`src/rtl/muldiv_pkg.sv`:
```
// Shared encodings and helpers for the HI/LO multiply/divide unit.
package muldiv_pkg;

  typedef enum logic [1:0] {
    MD_MULT  = 2'b00,
    MD_MULTU = 2'b01,
    MD_DIV   = 2'b10,
    MD_DIVU  = 2'b11
  } md_op_e;

  typedef enum logic [1:0] {
    IDLE    = 2'b00,
    DIV_RUN = 2'b01,
    DIV_FIX = 2'b10
  } md_state_e;

  localparam int DIV_ITERS_DEFAULT = 32;

  // Two's-complement negate when neg is set; used both for |x| and for sign restore.
  function automatic logic [31:0] cond_neg(input logic [31:0] v, input logic neg);
    return neg ? (~v + 32'd1) : v;
  endfunction

endpackage

```
`src/rtl/udiv_seq.sv`:
```
// Unsigned restoring divider datapath: one quotient bit per step, MSB first.
module udiv_seq #(
  parameter int W = 32
) (
  input  logic         clk,
  input  logic         reset,
  input  logic         load,
  input  logic [W-1:0] dividend,
  input  logic [W-1:0] divisor,
  input  logic         step,
  output logic [W-1:0] quotient,
  output logic [W-1:0] remainder
);

  logic [W-1:0] rem;
  logic [W-1:0] quo;
  logic [W-1:0] dvs;
  logic [W:0]   shifted;
  logic [W:0]   trial;

  // Partial remainder stays below the divisor, so W+1 bits hold the trial sign.
  always_comb begin
    shifted = {rem, quo[W-1]};
    trial   = shifted - {1'b0, dvs};
  end

  always_ff @(posedge clk) begin
    if (reset) begin
      rem <= '0;
      quo <= '0;
      dvs <= '0;
    end else if (load) begin
      rem <= '0;
      quo <= dividend;
      dvs <= divisor;
    end else if (step) begin
      if (!trial[W]) begin
        rem <= trial[W-1:0];
        quo <= {quo[W-2:0], 1'b1};
      end else begin
        rem <= shifted[W-1:0];
        quo <= {quo[W-2:0], 1'b0};
      end
    end
  end

  assign quotient  = quo;
  assign remainder = rem;

endmodule

```
`src/rtl/hi_lo_muldiv_unit.sv`:
```
// HI/LO multiply/divide unit: single-cycle multiply, iterative signed/unsigned divide.
//   state   | meaning
//   IDLE    | accepts start, MTHI/MTLO
//   DIV_RUN | one restoring step per cycle, DIV_ITERS cycles
//   DIV_FIX | apply signs / divide-by-zero result, write HI/LO
module hi_lo_muldiv_unit
  import muldiv_pkg::*;
#(
  parameter int DIV_ITERS = DIV_ITERS_DEFAULT
) (
  input  logic        clk,
  input  logic        reset,
  input  logic        start,
  input  logic [1:0]  op,
  input  logic [31:0] op_a,
  input  logic [31:0] op_b,
  input  logic        write_hi,
  input  logic        write_lo,
  input  logic [31:0] write_data,
  output logic        busy,
  output logic        done,
  output logic [31:0] hi,
  output logic [31:0] lo
);

  localparam int CW = $clog2(DIV_ITERS + 1);
  localparam logic [CW-1:0] LAST_ITER = CW'(DIV_ITERS - 1);

  md_op_e      op_e;
  md_state_e   state;
  logic [CW-1:0] iter_cnt;

  logic        is_div;
  logic        is_signed;
  logic        a_neg;
  logic        b_neg;
  logic        div_load;
  logic [63:0] ext_a;
  logic [63:0] ext_b;
  logic [63:0] product;

  logic        q_sign;
  logic        r_sign;
  logic        div_zero;
  logic [31:0] orig_a;
  logic [31:0] quo;
  logic [31:0] rem;
  logic [31:0] quo_fix;
  logic [31:0] rem_fix;

  always_comb begin
    op_e      = md_op_e'(op);
    is_div    = (op_e == MD_DIV) || (op_e == MD_DIVU);
    is_signed = (op_e == MD_MULT) || (op_e == MD_DIV);
    a_neg     = is_signed & op_a[31];
    b_neg     = is_signed & op_b[31];
    div_load  = (state == IDLE) && start && is_div;
  end

  // Sign/zero-extended 64x64 multiply: the low 64 bits are exact for both signednesses.
  always_comb begin
    ext_a   = {{32{a_neg}}, op_a};
    ext_b   = {{32{b_neg}}, op_b};
    product = ext_a * ext_b;
  end

  udiv_seq #(.W(32)) u_udiv (
    .clk       (clk),
    .reset     (reset),
    .load      (div_load),
    .dividend  (cond_neg(op_a, a_neg)),
    .divisor   (cond_neg(op_b, b_neg)),
    .step      (state == DIV_RUN),
    .quotient  (quo),
    .remainder (rem)
  );

  always_comb begin
    quo_fix = cond_neg(quo, q_sign);
    rem_fix = cond_neg(rem, r_sign);
  end

  always_ff @(posedge clk) begin
    if (reset) begin
      state    <= IDLE;
      iter_cnt <= '0;
      busy     <= 1'b0;
      done     <= 1'b0;
      hi       <= '0;
      lo       <= '0;
      q_sign   <= 1'b0;
      r_sign   <= 1'b0;
      div_zero <= 1'b0;
      orig_a   <= '0;
    end else begin
      done <= 1'b0;
      case (state)
        IDLE: begin
          if (start) begin
            if (is_div) begin
              state    <= DIV_RUN;
              busy     <= 1'b1;
              iter_cnt <= '0;
              q_sign   <= a_neg ^ b_neg;
              r_sign   <= a_neg;
              div_zero <= (op_b == 32'd0);
              orig_a   <= op_a;
            end else begin
              hi   <= product[63:32];
              lo   <= product[31:0];
              done <= 1'b1;
            end
          end else begin
            if (write_hi) hi <= write_data;
            if (write_lo) lo <= write_data;
          end
        end
        DIV_RUN: begin
          if (iter_cnt == LAST_ITER) begin
            state    <= DIV_FIX;
            iter_cnt <= '0;
          end else begin
            iter_cnt <= iter_cnt + 1'b1;
          end
        end
        DIV_FIX: begin
          state <= IDLE;
          busy  <= 1'b0;
          done  <= 1'b1;
          hi    <= div_zero ? orig_a : rem_fix;
          lo    <= div_zero ? 32'hFFFF_FFFF : quo_fix;
        end
        default: begin
          state <= IDLE;
          busy  <= 1'b0;
        end
      endcase
    end
  end

endmodule

```
`config.mk`:
```
export PLATFORM = sky130hd
export DESIGN_NAME = hi_lo_muldiv_unit
export DESIGN_NICKNAME = d
export VERILOG_FILES = /design/src/rtl/muldiv_pkg.sv /design/src/rtl/udiv_seq.sv /design/src/rtl/hi_lo_muldiv_unit.sv
export SDC_FILE = /design/constraint.sdc
export NUM_CORES = 2
export LEC_CHECK = 0
export CAP_MARGIN = 20
export CORE_AREA = 5 5 271 339
export CTS_CLUSTER_SIZE = 16
export DETAILED_ROUTE_END_ITERATION = 8
export DIE_AREA = 0 0 276 344
export PLACE_DENSITY = 0.76
export SETUP_SLACK_MARGIN = 0.05
export SLEW_MARGIN = 30
export SYNTH_ARGS = -nofsm -noshare
export SYNTH_HDL_FRONTEND = slang
export SYNTH_SLANG_ARGS = --single-unit
```
`constraint.sdc`:
```
create_clock -name clk -period 8.3 [get_ports clk]
set_input_delay 0.83 -clock clk [delete_from_list [all_inputs] [get_ports clk]]
set_output_delay 0.83 -clock clk [all_outputs]
set_load 0.03 [all_outputs]
```
==> impl_metrics.py <==
metrics = {
    "logic_synthesis": {
        "synth_edf_count": 0,
        "synth_area_per_cell_um2": 8.50,
        "ys_warn_count": 0,
        "syn_area_mm2": 0.0514,
        "syn_inst": 6048,
        "synth_seq_cells": 205,
        "ys_types": 88,
        "synthesis.nets": 7526,
        "synthArstFlopShare": 0,
        "ys_seq_area_frac": 0.0798,
        "synth_ff_type": "dfxtp_1",
    },
    "outcome": {
        "run_status": "finished, final reports clean",
    },
    "global_route": {
        "grt_pass1_wl_mm": 267,
        "grt_overflow_total": 0,
        "antenna_found_initial": 6,
        "grt_pass1_vias": 47290,
        "track_usage": 0.359,
        "grt_max_degree": 81,
    },
    "worst_setup_path": {
        "start_kind": "primary input",
        "r2r_start": "u_udiv.quotient[31]",
        "critPathBufInv": 12,
        "worstPathRequired_ns": 8.74,
        "path_depth": 29,
        "worst_path_largest_cell_delay_ns": 0.53,
        "worstPathArrival_ns": 8.47,
        "cp_common_cell": "fa_1",
        "r2r_end": "u_udiv.remainder[25]",
        "r2r_slack_ns": 4.13,
        "crit_path_end_kind": "flop",
        "cpMaxStageDelayCell": "fa_1",
        "crit_type": "primary input to flop",
        "crit_path_max_fanout": 19,
        "r2r_cells": 13,
        "crit_family": "adder cells",
    },
    "sta": {
        "hold_ws_ns": 0.457,
        "clock-skew-final_ns": 0.0191,
        "setup_viol": 0,
        "finalHoldViolations": 0,
        "relSlewSlack": 0.365,
        "slew_viol_final": 0,
        "rsz0062_at_grt": "yes",
        "period_share": 0.967,
        "clock.fmax_mhz": 125,
        "tightestPinTransition_ns": 0.953,
        "period_minus_slack_ns": 8.02,
    },
    "detailed_routing": {
        "wl_mm": 173,
        "routed-wl-met3_mm": 16.8,
        "viasPerCell": 5.83,
        "ant_nets": 0,
        "route.met2.wl_mm": 80.9,
        "dr_total_vias": 44335,
        "wl_per_cell_um": 22.7,
        "top_layer": "met5",
        "dr.pass1.iters": 8,
        "drc": 0,
        "first_iter_violations": 4213,
        "m1WireLength_mm": 60.8,
    },
    "die": {
        "dieArea_mm2": 0.0949,
        "dieHeight_um": 344,
        "die_w_um": 276,
        "core_mm2": 0.0882,
        "start_util": 0.583,
        "ios": 169,
        "num_rows": 122,
    },
    "final_layout": {
        "nFillCells": 7061,
        "utilization": 0.675,
        "fin_area_mm2": 0.0595,
        "seq_area_mm2": 0.00411,
        "drive_gt1_frac": 0.118,
        "layout.nets": 7880,
        "area_delta_synth_final_pct": 15.8,
        "multi_input_area_mm2": 0.0418,
    },
    "clock_tree": {
        "cts_tree": "built",
        "htree_levels": 1,
        "cts_buffers": 23,
        "clock_path_buffers": 3,
        "clock_latency_ns": 0.54,
        "clk_pin_slew_worst_paths_ns": 0.06,
        "cts_root_buffer": "clkbuf_16",
        "cts.sinks": 205,
    },
    "min_path": {
        "worstHoldPathCells": 2,
        "worstHoldEndpoint": "orig_a[31]",
        "hp-start": "orig_a[31]",
        "hp-class": "flop to flop",
    },
    "place": {
        "dpl.hpwl_mm": 142,
        "dpl_cell_area_mm2": 0.0580,
        "numPortBuffers": 168,
        "gp_congestion": 0.988,
    },
    "job": {
        "cap_violations": 0,
    },
}
state kept, by name (all words and copies together) (netlist names), 2 cells and up:
name / flops
u_udiv.dvs: 32
state: 2
lo: 32
orig_a: 32
iter_cnt: 6
hi: 32
u_udiv.remainder: 32
u_udiv.quotient: 32
worst min-delay path: cells and delay by family, from the launching register on:
kind | cells | cell delay (ns)
flip-flops | 1 | 0.31
AO/OA/AOI/OAI | 1 | 0.05
AND/OR/NAND/NOR | 1 | 0.05
cells in the mapped netlist, drive strengths merged (26+ instances only):
| cell type | instances | area share |
|---|---|---|
| o21ai | 159 | 0.016 |
| ha | 249 | 0.061 |
| buf | 71 | 0.0053 |
| o31ai | 31 | 0.0046 |
| dfxtp | 205 | 0.080 |
| clkbuf | 328 | 0.024 |
| nor3 | 75 | 0.0075 |
| xor2 | 94 | 0.016 |
| a21o | 50 | 0.0073 |
| fa | 1126 | 0.44 |
| nand2 | 995 | 0.073 |
| nor2b | 28 | 0.0034 |
| nand2b | 27 | 0.0034 |
| inv | 1189 | 0.087 |
| a311oi | 36 | 0.0061 |
| xnor2 | 107 | 0.019 |
| a211oi | 54 | 0.0079 |
| nand3 | 26 | 0.0025 |
| a21oi | 254 | 0.025 |
| and2 | 363 | 0.044 |
| nor2 | 248 | 0.018 |
worst max-delay path by stage:
stage,startpoint,end,slack [ns]
2_1_floorplan,op_b[31],hi[21],0.06
3_3_place_gp,op_a[26],hi[3],-0.50
3_5_place_dp,op_a[26],hi[23],-0.61
4_1_cts,op_a[31],hi[31],0.07
5_1_grt,op_b[3],hi[30],-0.01
6_report,op_b[15],hi[13],0.28
stage by stage:
step	setup slack [ns]	TNS, ns	instances
finish	0.278	0	7599
detailed placement	-0.609	-17.78	7534
global placement	-0.497	-14.22	7534
CTS	0.0722	0	7576
floorplan	0.0623	0	6048
global route	-0.0107	-0.0107	7597
cell usage in the layout (no fill, tap or decap), types with 12 or more instances in the layout:
cell                n
buf_6              15
nand2_1           990
clkbuf_16          26
o21ai_0           145
nor3_1             68
a31oi_1            22
nor2_1            240
ha_1              243
buf_12             69
o31ai_1            30
a21oi_1           238
buf_4             471
nand3_1            26
and3_1             14
or3_1              22
nand2b_1           25
nor2b_1            24
a211oi_1           48
o211ai_1           19
fa_2               17
inv_1            1176
fa_1             1109
dfxtp_1           203
o41ai_1            12
nor4_1             12
clkdlybuf4s50_1   148
a21oi_2            15
and2_1            359
a221oi_1           14
nand4_1            18
xor2_1             92
xnor2_1           104
mux2i_1            18
a311oi_1           36
a21o_1             49
o21a_1             17
or4_1              16
kinds of logic (layout without fill, tap and decap cells):
family	after synthesis	count (layout)	share of synthesized area
compound gates	778	778	0.0978
flops	205	205	0.0798
buf+inv	1588	1959	0.116
other cells	0	2	0
xor+xnor	201	201	0.0347
simple gates	1874	1874	0.167
mux	27	27	0.00548
fa+ha+maj	1375	1375	0.499
timing repair:
| action | CTS | global route |
|---|---|---|
| resized for setup | 6 | 138 |
| pin swaps | 0 | 45 |
| buffers inserted | 0 | 18 |
| gates cloned | 0 | 3 |
| endpoints found under the setup margin | 18 | 39 |
| hold buffers | 0 | 0 |
metal layers:
layer  GRT usage  vias to the layer above
met4       0.229                       10
met3      0.0724                      655
met2       0.598                     2398
li1            -                    19082
met1       0.429                    22190
met5           0                        -
area by class of cell:
class                   instances  share of cell area
flip-flops and latches        205              0.0690
inverters                    1189              0.0752
repair buffers                728               0.115
well taps                    1178              0.0248
clock buffers                  28              0.0108
clock inverters                14             0.00330
diodes                          2           0.0000841
multi-input cells            4255               0.702
Power is not shown: default switching activity piles up to over one toggle a cycle in this logic, so the estimate is an artifact.
